### config.mk
export PLATFORM = sky130hd
export DESIGN_NAME = cga_fill
export DESIGN_NICKNAME = d
export VERILOG_FILES = /design/src/rtl/cga_pkg.sv /design/src/rtl/cga_nibble_merge.sv /design/src/rtl/cga_fill.sv
export SDC_FILE = /design/constraint.sdc
export NUM_CORES = 1
export LEC_CHECK = 0
export ABC_AREA = 0
export ABC_CLOCK_PERIOD_IN_PS = 8800
export BUFFER_PORTS_ARGS = -buffer_cell sky130_fd_sc_hd__buf_2
export CORE_ASPECT_RATIO = 1.2
export CORE_MARGIN = 3
export CORE_UTILIZATION = 55
export CTS_CLUSTER_DIAMETER = 80
export DETAILED_ROUTE_END_ITERATION = 7
export PLACE_DENSITY = 0.79
export SLEW_MARGIN = 15
export SYNTH_ARGS = -nofsm -noshare
export SYNTH_HDL_FRONTEND = slang
export SYNTH_SLANG_ARGS = --single-unit
### constraint.sdc
create_clock -name clock_25 -period 8.8 [get_ports clock_25]
set_clock_uncertainty 0.05 [all_clocks]
set_input_delay 0.88 -clock clock_25 [delete_from_list [all_inputs] [get_ports clock_25]]
set_output_delay 0.88 -clock clock_25 [all_outputs]
set_load 0.005 [all_outputs]
### src/rtl/cga_pkg.sv
// ============================================================================
//  Module   : cga_pkg
//  Purpose  : Shared geometry, color and FSM types for the CGA fill engine.
//  Revision : 1.0
// ============================================================================
`default_nettype none

package cga_pkg;

    localparam int H_PIXELS       = 640;
    localparam int V_LINES        = 480;
    localparam int BYTES_PER_LINE = H_PIXELS / 2;
    localparam int ADDR_W         = 18;

    typedef logic [3:0] color_t;

    typedef enum logic [2:0] {
        IDLE   = 3'd0,
        SETUP  = 3'd1,
        READ   = 3'd2,
        WAIT   = 3'd3,
        WRITE  = 3'd4,
        FINISH = 3'd5
    } state_t;

    // y * 320 as y*256 + y*64, avoiding a multiplier.
    function automatic logic [ADDR_W-1:0] row_offset(input logic [8:0] y);
        logic [ADDR_W-1:0] w_y;
        w_y = {{(ADDR_W-9){1'b0}}, y};
        return (w_y << 8) + (w_y << 6);
    endfunction

endpackage

`default_nettype wire

### src/rtl/cga_nibble_merge.sv
// ============================================================================
//  Module   : cga_nibble_merge
//  Purpose  : Replaces the covered nibble(s) of a packed 4bpp byte with color.
//  Revision : 1.0
// ============================================================================
`default_nettype none

module cga_nibble_merge
    import cga_pkg::*;
(
    input  logic       i_hi,
    input  logic       i_lo,
    input  color_t     i_color,
    input  logic [7:0] i_data,
    output logic [7:0] o_data
);

    // Even pixel lives in the upper nibble, odd pixel in the lower.
    assign o_data = {i_hi ? i_color : i_data[7:4],
                     i_lo ? i_color : i_data[3:0]};

endmodule

`default_nettype wire

### src/rtl/cga_fill.sv
// ============================================================================
//  Module   : cga_fill
//  Purpose  : Rectangle fill into the 4bpp packed framebuffer, RMW on half bytes.
//  Revision : 1.0
// ============================================================================
`default_nettype none

module cga_fill
    import cga_pkg::*;
(
    input  logic              clock_25,
    input  logic              reset,
    input  logic              cmd_valid,
    output logic              cmd_ready,
    input  logic [9:0]        x0,
    input  logic [8:0]        y0,
    input  logic [9:0]        x1,
    input  logic [8:0]        y1,
    input  color_t            color,
    output logic              busy,
    output logic              done,
    output logic [ADDR_W-1:0] address,
    input  logic [7:0]        data_in,
    output logic [7:0]        data_out,
    output logic              we
);

    localparam logic [9:0]        c_X_MAX  = 10'(H_PIXELS - 1);
    localparam logic [8:0]        c_Y_MAX  = 9'(V_LINES - 1);
    localparam logic [ADDR_W-1:0] c_STRIDE = ADDR_W'(BYTES_PER_LINE);

    state_t            r_state, w_state_n;
    logic [9:0]        r_x0, r_x1;
    logic [8:0]        r_y0, r_y1, r_cur_y, w_cur_y_n;
    color_t            r_color;
    logic [8:0]        r_bx, w_bx_n;
    logic [ADDR_W-1:0] r_row_base, w_row_base_n;

    logic              r_cmd_ready, w_cmd_ready_n;
    logic              r_busy, w_busy_n;
    logic              r_done, w_done_n;
    logic              r_we, w_we_n;
    logic [ADDR_W-1:0] r_address, w_address_n;
    logic [7:0]        r_data_out, w_data_out_n;
    logic              w_latch, w_dispatch;

    logic [9:0]        w_x1c;
    logic [8:0]        w_y1c;
    logic              w_empty, w_row_end, w_last_row;
    logic [8:0]        w_cand_bx;
    logic [ADDR_W-1:0] w_cand_row, w_cand_addr;
    logic              w_hi, w_lo;
    logic [7:0]        w_merged;

    assign w_x1c      = (r_x1 > c_X_MAX) ? c_X_MAX : r_x1;
    assign w_y1c      = (r_y1 > c_Y_MAX) ? c_Y_MAX : r_y1;
    assign w_empty    = (r_x0 > w_x1c) || (r_y0 > w_y1c) ||
                        (r_x0 > c_X_MAX) || (r_y0 > c_Y_MAX);
    assign w_row_end  = (r_bx >= w_x1c[9:1]);
    assign w_last_row = (r_cur_y >= w_y1c);

    // Candidate byte: the one the next dispatch (or the pending RMW) targets.
    always_comb begin
        w_cand_bx  = r_bx;
        w_cand_row = r_row_base;
        if (r_state == SETUP) begin
            w_cand_bx  = r_x0[9:1];
            w_cand_row = row_offset(r_y0);
        end else if (r_state == WRITE) begin
            if (!w_row_end) begin
                w_cand_bx = r_bx + 9'd1;
            end else begin
                w_cand_bx  = r_x0[9:1];
                w_cand_row = r_row_base + c_STRIDE;
            end
        end
    end

    assign w_hi        = ({w_cand_bx, 1'b0} >= r_x0);
    assign w_lo        = ({w_cand_bx, 1'b1} <= w_x1c);
    assign w_cand_addr = w_cand_row + {{(ADDR_W-9){1'b0}}, w_cand_bx};

    cga_nibble_merge u_merge (
        .i_hi    (w_hi),
        .i_lo    (w_lo),
        .i_color (r_color),
        .i_data  (data_in),
        .o_data  (w_merged)
    );

    always_comb begin
        w_state_n     = r_state;
        w_cmd_ready_n = r_cmd_ready;
        w_busy_n      = r_busy;
        w_done_n      = 1'b0;
        w_we_n        = 1'b0;
        w_address_n   = r_address;
        w_data_out_n  = r_data_out;
        w_bx_n        = r_bx;
        w_row_base_n  = r_row_base;
        w_cur_y_n     = r_cur_y;
        w_latch       = 1'b0;
        w_dispatch    = 1'b0;

        case (r_state)
            IDLE: begin
                if (cmd_valid) begin
                    w_latch       = 1'b1;
                    w_state_n     = SETUP;
                    w_cmd_ready_n = 1'b0;
                    w_busy_n      = 1'b1;
                end
            end
            SETUP: begin
                w_cur_y_n = r_y0;
                if (w_empty) begin
                    w_state_n = FINISH;
                end else begin
                    w_dispatch = 1'b1;
                end
            end
            READ: begin
                w_state_n = WAIT;
            end
            WAIT: begin
                w_state_n    = WRITE;
                w_we_n       = 1'b1;
                w_data_out_n = w_merged;
            end
            WRITE: begin
                if (!w_row_end) begin
                    w_dispatch = 1'b1;
                end else if (!w_last_row) begin
                    w_cur_y_n  = r_cur_y + 9'd1;
                    w_dispatch = 1'b1;
                end else begin
                    w_state_n = FINISH;
                end
            end
            FINISH: begin
                w_state_n     = IDLE;
                w_done_n      = 1'b1;
                w_busy_n      = 1'b0;
                w_cmd_ready_n = 1'b1;
            end
            default: begin
                w_state_n = IDLE;
            end
        endcase

        // Fully covered bytes go straight to WRITE; half bytes need a read first.
        if (w_dispatch) begin
            w_bx_n       = w_cand_bx;
            w_row_base_n = w_cand_row;
            w_address_n  = w_cand_addr;
            if (w_hi && w_lo) begin
                w_state_n    = WRITE;
                w_we_n       = 1'b1;
                w_data_out_n = w_merged;
            end else begin
                w_state_n = READ;
            end
        end
    end

    always_ff @(posedge clock_25) begin
        if (reset) begin
            r_state     <= IDLE;
            r_cmd_ready <= 1'b1;
            r_busy      <= 1'b0;
            r_done      <= 1'b0;
            r_we        <= 1'b0;
            r_address   <= '0;
            r_data_out  <= '0;
            r_bx        <= '0;
            r_row_base  <= '0;
            r_cur_y     <= '0;
            r_x0        <= '0;
            r_x1        <= '0;
            r_y0        <= '0;
            r_y1        <= '0;
            r_color     <= '0;
        end else begin
            r_state     <= w_state_n;
            r_cmd_ready <= w_cmd_ready_n;
            r_busy      <= w_busy_n;
            r_done      <= w_done_n;
            r_we        <= w_we_n;
            r_address   <= w_address_n;
            r_data_out  <= w_data_out_n;
            r_bx        <= w_bx_n;
            r_row_base  <= w_row_base_n;
            r_cur_y     <= w_cur_y_n;
            if (w_latch) begin
                r_x0    <= x0;
                r_x1    <= x1;
                r_y0    <= y0;
                r_y1    <= y1;
                r_color <= color;
            end
        end
    end

    assign cmd_ready = r_cmd_ready;
    assign busy      = r_busy;
    assign done      = r_done;
    assign we        = r_we;
    assign address   = r_address;
    assign data_out  = r_data_out;

endmodule

`default_nettype wire

## Word-level counts from Yosys, hierarchy flattened

Index checks and enable logic that the tools add are counted.

- Register bits after elaboration: 111
- Input bits: 53
- Output and inout bits: 30
- Logic and storage cells: 89

- Add/subtract/negate cells: 5
- Order comparisons: 10
- Equal/unequal tests: 12
- Mux-type cells: 37
- Reduce and logical (&&, ||, !) cells: 10

Operators with widths:

| kind | count |
|---|---|
| two-way mux 18 bit | 3 |
| two-way mux 9 bit | 6 |
| two-way mux 8 bit | 3 |
| greater-than comparator 10 bit, second input constant | 2 |
| adder 17 x 15 -> 18 bit | 1 |
| adder 18 x 9 -> 18 bit | 1 |
| adder 18 x 9 -> 18 bit, second input constant | 1 |
| adder 9 x 1 -> 9 bit, second input constant | 2 |
| >= comparator 9 bit | 2 |
| greater-than comparator 9 bit, second input constant | 2 |
| two-way mux 3 bit | 6 |
| one-hot mux 9 bit (2 select lines) | 1 |
| one-hot mux 3 bit (5 select lines) | 1 |
| != test 3 bit, second input constant | 4 |
| two-way mux 1 bit | 11 |
| >= comparator 10 bit | 1 |
| greater-than comparator 10 bit | 1 |
| <= comparator 10 bit | 1 |
| two-way mux 10 bit | 1 |
| greater-than comparator 9 bit | 1 |
| two-way mux 4 bit | 2 |
| equality test 3 x 2 -> 1 bit, second input constant | 2 |
| equality test 3 bit, second input constant | 2 |
| != test 2 bit, second input constant | 3 |
| other kinds (9) | 14 |

## Depth between registers and ports, before layout

Gate-level depths: netlist (run 1).

- Depth in word-level cells: 11
- Gate-level depth with buffers: 24
- Mapped depth without buffers: 22

## Modules after synthesis

A second synthesis (run 1) with hierarchy kept.

- Cell total of the unflattened synthesis: 891
- Area total of the unflattened synthesis: 7,075.5 sq um

By module, submodules not included:

| module | times used | cells each | area an instance (sq um) | sequential area each (sq um) |
|---|---|---|---|---|
| cga_fill | 1 | 883 | 6,985.4 | 2,222.1 |
| cga_nibble_merge | 1 | 8 | 90.1 | 0.0 |

## Worst setup path before layout (run 1)

Ideal clock, no wire load.

- Path type: register to register
- Start: register r_x1[7]
- End: register r_address[17], in the netlist address[17]
- Library setup time: 95 ps
- Arrival time: 5,080 ps
- Data required time: 8,655 ps
- Slack: 3,575 ps
- Stages on the path, launching flop included: 24
- Buffers on the path: 2
- Period minus slack after synthesis: 5,225 ps
- Cells stage by stage: dfxtp_1 o21a_4 or2_2 ha_1 nand2b_1 a21o_1 maj3_2 a21oi_4 buf_6 buf_2 o21ai_1 a222oi_1 inv_1 ha_1 a21o_1 a21oi_1 o21ai_0 a2111oi_0 o31ai_1 o21ai_1 nand2b_1 nand4bb_1 or4_1 o311ai_1

- Elaborated cells between the ends (all ways): 17
- Those cells by class: add/sub (1); order compare (3); mux (10); reduce/logical (3)

RTL lines:

| what | line | source |
|---|---|---|
| start: declaration | cga_fill.sv:33 | `logic [9:0] r_x0, r_x1;` |
| start signal: assignment | cga_fill.sv:179 | `r_x1 <= '0;` |
| start signal: assignment | cga_fill.sv:196 | `r_x1 <= x1;` |
| greater-than comparator 10 bit | cga_fill.sv:55 | `assign w_x1c = (r_x1 > c_X_MAX) ? c_X_MAX : r_x1;` |
| two-way mux 10 bit * | cga_fill.sv:55 |  |
| >= comparator 9 bit * | cga_fill.sv:59 | `assign w_row_end = (r_bx >= w_x1c[9:1]);` |
| two-way mux 9 bit * | cga_fill.sv:70 | `if (!w_row_end) begin` |
| two-way mux 9 bit * | cga_fill.sv:69 | `end else if (r_state == WRITE) begin` |
| two-way mux 9 bit * | cga_fill.sv:66 | `if (r_state == SETUP) begin` |
| via w_cand_bx[1] | cga_fill.sv:50 | `logic [8:0] w_cand_bx;` |
| adder 18 x 9 -> 18 bit * | cga_fill.sv:81 | `assign w_cand_addr = w_cand_row + {{(ADDR_W-9){1'b0}}, w_cand_bx};` |
| end signal: assignment | cga_fill.sv:189 | `r_address <= w_address_n;` |
| end: declaration | cga_fill.sv:43 | `logic [ADDR_W-1:0] r_address, w_address_n;` |

The timed path passes the listed nets; every way through them passes the cells marked *.
A chain may end at the register's enable or synchronous reset.

## Worst setup path in the final report (run 1)

- Start: register r_x1[7]
- End: register r_address[13], in the netlist address[13]

Same word-level chain as after synthesis.

==> impl_results.md, run 1 <==
* Maximum VDD drop at 0.000202 V
* Worst Setup Path Type: reg2reg
* Syn_nets at 1039
* Starting density of the core at 0.574
* CP Data Required Time at 8.94 ns
* Met1 usage at 0.346
* CP delay by family, top: compound AO/OA/AOI/OAI gates
* Crit path max-delay cell type: a2111oi_0
* Max Freq at 165 MHz
* CTS Root Cell: clkbuf_16
* Initial antenna violation count at 0
* Area growth syn-to-layout at 11.0%
* Seq cells post-synth at 111
* Worst slew pin tran at 1.09 ns
* Initial DRC Count at 514
* Worst setup SP type: flop
* Largest net degree at the start of global routing at 107
* # diodes at 0
* Share of cells above drive strength 1 at 0.128
* Number of distinct library cells after synthesis at 75
* Hold/Removal Path Class: reg2reg
* ANT nets after route at 0
* Drt via density at 5.75
* Worst Setup End Kind: flop
* Post-synth EDFFs at 0
* Yosys warns at 0
* Vias in the first global route at 5833
* Post-CTS Resized at 0
* Crit path cell chain: o21a_4 > or2_2 > ha_1 > nand2b_1 > a21o_1 > maj3_2 > a21oi_4 > o21ai_1 > a222oi_1 > inv_1 > ha_1 > a21o_1 > a21oi_1 > o21ai_0 > a2111oi_0 > o31ai_1 > o21ai_1 > nand2b_1 > nand2b_1 > xor2_1 > a211oi_1
* Clock sinks at 111
* Ports at 83
* DRC viols at 0
* Post CTS Setup Buffer Count at 0
* Critical path buffer and inverter count at 1
* Cells after synthesis at 915
* Met3 GRT Util at 0.0242
* Reg clk slew, reported paths at 0.07 ns
* Compound-gate portion of the synthesized area at 0.224
* Slew Limit Headroom at 0.271
* Ys flop type: dfxtp_1
* DR vias at 6510
* # rows at 44
* Post-route setup TNS at 0 ns
* Period utilisation layout at 0.687
* Final worst slack at 2.75 ns
* Final Setup Violations at 0
* Setup slack after placement at 2.84 ns
* TritonRoute pass-1 iters at 5
* Die H at 130 um
* GR Layer Usage met2 at 0.396
* Asr flop ratio synth at 0
* Worst path most repeated cell: nand2b_1
* Worst EP arrival at 6.18 ns
* Total GRT Usage at 0.243
* PD cells at 281 mW/mm^2
* Hold_buf cts at 0
* Design Power at 2210 uW
* CTS buffer count at 9
* Seq/Total Area, Yosys at 0.314
* CTS H-tree lvls at 3
* Grt ovf at 0
* Core Area at 0.0123 mm^2
* Layout Nets at 1091
* Hold Violations, Final at 0
* First-pass GRT wire length at 28000 um
* GP Congestion at 0.936
* Port Buffers at 82
* Cell Area, Synth at 0.00708 mm^2
* Synth Area in XOR/XNOR at 0.0396
* Drt total wl at 16900 um
* Critical Path Fanout Max at 20
* Bufs on Longest Clock Path at 2
* Synth Area in Adders at 0.131
* CP max stage delay at 0.67 ns
* Post-synthesis mux area share at 0.0131
* Die area at 0.0143 mm^2
* Largest family of logic cells by synthesized area: simple AND/OR/NAND/NOR gates
* Fin crit period at 6.05 ns
* Post-DP HPWL at 12300 um
* Layer with the highest usage: met2
* Core Util, Final at 0.637
* Syn_area_per_cell at 7.74 um^2
* Fin. max-slew vios at 0
* RSZ-0062 raised after global routing: no
* Die X at 110 um
* Simple-gate share of the synthesized area at 0.235
* Outcome: complete, no violations
* Worst-Skew Late Latency at 0.35 ns
* Routed len/inst at 14.9 um
* Max Cap Violations at 0
* CTS tree: done
* Total leakage power at 0.00325 uW
-- cells in the mapped netlist (3+ instances only) --
master	instances	share of area
o31ai_1	4	0.0042
nand4_1	6	0.0053
buf_1	4	0.0021
a22oi_1	7	0.0074
clkbuf_1	38	0.020
nor3_1	13	0.0092
o21ai_1	8	0.0057
buf_2	4	0.0028
o21ai_0	38	0.027
nor2_1	69	0.037
or2_2	6	0.0053
xor2_1	8	0.0099
nor2b_1	6	0.0053
nor3b_1	4	0.0042
inv_1	30	0.016
a211o_1	3	0.0037
a221o_1	7	0.0099
a31oi_1	3	0.0027
or3_1	4	0.0035
a21oi_1	102	0.072
ha_1	69	0.12
and2_1	15	0.013
nand3_1	21	0.015
a21boi_0	3	0.0032
a221oi_1	7	0.0087
a211oi_1	15	0.016
dfxtp_1	111	0.31
o211ai_1	4	0.0042
nor4_1	4	0.0035
and3_1	11	0.0097
mux2i_1	7	0.0099
a21o_1	12	0.013
nand2_1	179	0.095
o21a_1	3	0.0032
o22ai_1	3	0.0027
nand2b_1	11	0.0097
xnor2_1	24	0.030
-- per-stage QoR --
stage	area [um^2]	std cells	hold slack, ns
final	7860	1133	0.400
after global routing	7860	1133	0.419
after CTS	7860	1133	0.403
after detailed placement	7560	1117	0.388
after global placement	7560	1117	0.387
after floorplan	7080	915	0.371
-- sequential cells by signal (all words and copies together) (netlist names), 9 cells and up --
signal and flops:
address 18, r_row_base 18, r_x1 10, r_y1 9, r_cur_y 9, r_x0 10
r_bx 9, r_y0 9
-- worst paths after layout --
check | start | to | slack, ns | depth (start not counted)
max | r_x1[7] | address[13] | 2.75 | 21
min | address[0] | address[0] | 0.40 | 2
max reg2reg | r_x1[7] | address[13] | 2.75 | 21
min reg2reg | address[0] | address[0] | 0.40 | 2
-- area by class of cell --
class | instances | area [um^2]
inverter | 32 | 120
multi-input combinational | 725 | 4550
fill | 1144 | 4470
tap | 161 | 201
clock inverter | 6 | 66.3
sequential | 111 | 2220
timing repair buffer | 88 | 458
clock buffer | 10 | 239
-- layer usage --
layer  up-vias  wire length (um)
met5         -                 0
met4         0               181
li1       3333                 -
met1      3025              7950
met3        13               691
met2       139              8050
-- cell families after synthesis --
logic type,count (synthesis)
fa+ha+maj,73
simple gates,364
flops,111
compound gates,247
mux,9
buf+inv,79
xor+xnor,32
-- tightest hold or removal path, stage by stage (launching register included) --
cell     delay, ns
dfxtp_1       0.31
nand2_1       0.05
a21oi_1       0.05
-- power breakdown --
group	leakage (uW)	switching [uW]	total (uW)	internal, uW
registers	0.000904	99.5	704	604
logic	0.00219	672	1080	412
clock network	0.000153	193	423	230
-- cell usage in the layout, fill, tap and decap left out, drive strengths merged, types with 4 or more instances in the layout --
master and count:
ha 69, and2 15, o211ai 4, dfxtp 111
a21boi 4, xnor2 24, o21a 4, a211oi 16
a21o 12, clkinv 4, nand2 179, o21ai 46
a221oi 7, clkbuf 10, nor3b 5, nand2b 11
o31ai 4, nand3 21, a21oi 103, a22oi 7
or2 7, inv 33, and3 11, nand4 6
xor2 8, or3 4, buf 88, nor2 71
mux2i 7, nor3 13, nor2b 6, a221o 7
nor4 5
Note: power is estimated with default switching activity, not from simulation.
==> run 2, diff against run 1 <==
- ABC_CLOCK_PERIOD_IN_PS: 8800 -> 5400
- CORE_UTILIZATION: 55 -> 54
- PLACE_DENSITY: 0.79 -> 0.81
- clock period: 8.8 -> 5.4 ns (I/O delays scaled with it)
==> run 2 against run 1 <==
Compared with the run above:
- design area up 1.5%
- clock-buffer cell count down 1
- non-clock buffer count up 10
- via count up 3.3%
- global-route usage down 0.27 points
- critical path type unchanged
- largest cell class unchanged
==> impl_results.md, run 2 (same netlist as run 1, synthesis figures left out) <==
* Max Cap Violations at 0 (unchanged)
* DR vias at 6727 (was 6510)
* Post-DP HPWL at 12700 um (was 12300 um)
* Total GRT Usage at 0.241 (was 0.243)
* # rows at 45 (was 44)
* CTS buffer count at 9 (unchanged)
* Total leakage power at 0.00330 uW (was 0.00325 uW)
* Share of cells above drive strength 1 at 0.143 (was 0.128)
* Footprint of the multi-input gates at 0.00460 mm^2 (was 0.00455 mm^2)
* Setup slack after placement at 0.0949 ns (was 2.84 ns)
* Drt total wl at 17600 um (was 16900 um)
* Initial antenna violation count at 0 (unchanged)
* # diodes at 0 (unchanged)
* Final Setup Violations at 0 (unchanged)
* Metal3 WL at 890 um (was 691 um)
* Area growth syn-to-layout at 12.7% (was 11.0%)
* CTS tree: done (unchanged)
* Hold path cells at 3 (was 2)
* Drt via density at 5.87 (was 5.75)
* Reg area at 0.00222 mm^2 (unchanged)
* CTS H-tree lvls at 3 (unchanged)
* CTS Root Cell: clkbuf_16 (unchanged)
* Hold Violations, Final at 0 (unchanged)
* Reg clk slew, reported paths at 0.08 ns (was 0.07 ns)
* Most common cell after layout, fill and taps aside: nand2_1 (unchanged)
* Vias in the first global route at 6340 (was 5833)
* WL met1 at 8110 um (was 7950 um)
* GP Congestion at 0.921 (was 0.936)
* R2R cell count at 21 (unchanged)
* Bufs on Longest Clock Path at 2 (unchanged)
* Core Area at 0.0127 mm^2 (was 0.0123 mm^2)
* Dpl cells at 1128 (was 1117)
* Hold/Removal Path Class: in2reg (was reg2reg)
* Die H at 131 um (was 130 um)
* Commonest cells after routing, fill and taps aside: nand2_1 (179), dfxtp_1 (111), a21oi_1 (102), buf_2 (81) (unchanged)
* DRC viols at 0 (unchanged)
* Maximum VDD drop at 0.000274 V (was 0.000202 V)
* Slew Limit Headroom at 0.269 (was 0.271)
* Max Freq at 195 MHz (was 165 MHz)
* TritonRoute pass-1 iters at 5 (unchanged)
* Port Buffers at 82 (unchanged)
* Fin. max-slew vios at 0 (unchanged)
* Critical Path Fanout Max at 8 (was 20)
* Final worst slack at 0.276 ns (was 2.75 ns)
* Routed len/inst at 15.3 um (was 14.9 um)
* Final instance area at 0.00798 mm^2 (was 0.00786 mm^2)
* PD cells at 462 mW/mm^2 (was 281 mW/mm^2)
* Clock sinks at 111 (unchanged)
* Fin crit period at 5.12 ns (was 6.05 ns)
* Worst setup SP type: flop (unchanged)
* Starting density of the core at 0.556 (was 0.574)
* Worst-Skew Late Latency at 0.36 ns (was 0.35 ns)
* Outcome: complete, no violations (unchanged)
* Largest net degree at the start of global routing at 107 (unchanged)
* Worst slew pin tran at 1.10 ns (was 1.09 ns)
* DR WL met2 at 8250 um (was 8050 um)
* Worst EP arrival at 5.34 ns (was 6.18 ns)
* First-pass GRT wire length at 29800 um (was 28000 um)
* Die area at 0.0145 mm^2 (was 0.0143 mm^2)
* ANT nets after route at 0 (unchanged)
* Layout Nets at 1101 (was 1091)
* Ports at 83 (unchanged)
* CP Data Required Time at 5.61 ns (was 8.94 ns)
* Top sig layer: met4 (unchanged)
* Final std cells w/o fill at 1146 (was 1133)
* Dpl cell area at 0.00762 mm^2 (was 0.00756 mm^2)
* Initial DRC Count at 528 (was 514)
* Die X at 111 um (was 110 um)
* Period utilisation layout at 0.949 (was 0.687)
* Worst Setup End Kind: flop (unchanged)
* Grt ovf at 0 (unchanged)
* Worst Setup Path Type: reg2reg (unchanged)
* Fillcell total at 1180 (was 1144)
[run 2: cell types whose count changed in the layout (fill, tap and decap cells not counted), sizes merged]
cell      delta
buf         +10
bufinv       -1
clkbuf       -1
clkinvlp     +1
inv          +1
[run 2: worst max-delay path, cell delays in order (launching register included)]
cell       delay [ns]
dfxtp_1          0.34
o21a_4           0.26
or2_2            0.31
ha_1             0.28
nand2b_1         0.15
a21o_1           0.18
maj3_2           0.36
a21oi_4          0.20
o21ai_2          0.14
a222oi_1         0.47
inv_1            0.15
ha_1             0.31
a21o_1           0.11
a21oi_1          0.10
o21ai_2          0.23
a2111oi_4        0.11
o31ai_2          0.24
o21ai_1          0.14
nand2b_1         0.20
nand4bb_1        0.20
or4_1            0.42
o311ai_1         0.08
[run 2: cell type report]
cell class,count,share of cell area
sequential,111,0.279
multi-input combinational,725,0.576
tap,164,0.0257
clock inverter,7,0.00972
clock buffer,9,0.0282
timing repair buffer,98,0.0668
inverter,32,0.0151
[run 2: power breakdown]
group / switching, uW / internal (uW) / total [uW]
Clock: 356 / 329 / 686
Sequential: 162 / 985 / 1150
Combinational: 1130 / 723 / 1860
Total: 1650 / 2040 / 3690
[run 2: final timing paths]
kind / startpoint / to / slack [ns]
worst min register to register: address[8] / address[8] / 0.40
worst min-delay path: y0[1] / r_y0[1] / 0.36
worst max register to register: r_x1[7] / address[17] / 0.28
worst max-delay path: r_x1[7] / address[17] / 0.28
[run 2: stage by stage]
stage | hold WS (ns) | total power [uW] | util | setup TNS [ns]
after detailed placement | 0.389 | 2980 | 0.599 | 0
after CTS | 0.353 | 3670 | 0.623 | 0
after global placement | 0.384 | 2940 | 0.599 | 0
final | 0.356 | 3690 | 0.627 | 0
after global routing | 0.356 | 3970 | 0.627 | -0.0237
after floorplan | 0.371 | 2490 | - | 0
[run 2: what timing repair did]
item | in CTS | in global routing
buffers inserted | 0 | 2
setup endpoints to repair | 0 | 16
hold buffers | 0 | 0
resized for setup | 0 | 14
[run 2: metal layers]
layer	GRT usage	vias up
li1	-	3362
met1	0.321	3109
met2	0.404	223
met3	0.0345	33
met4	0.0719	0
met5	0	-
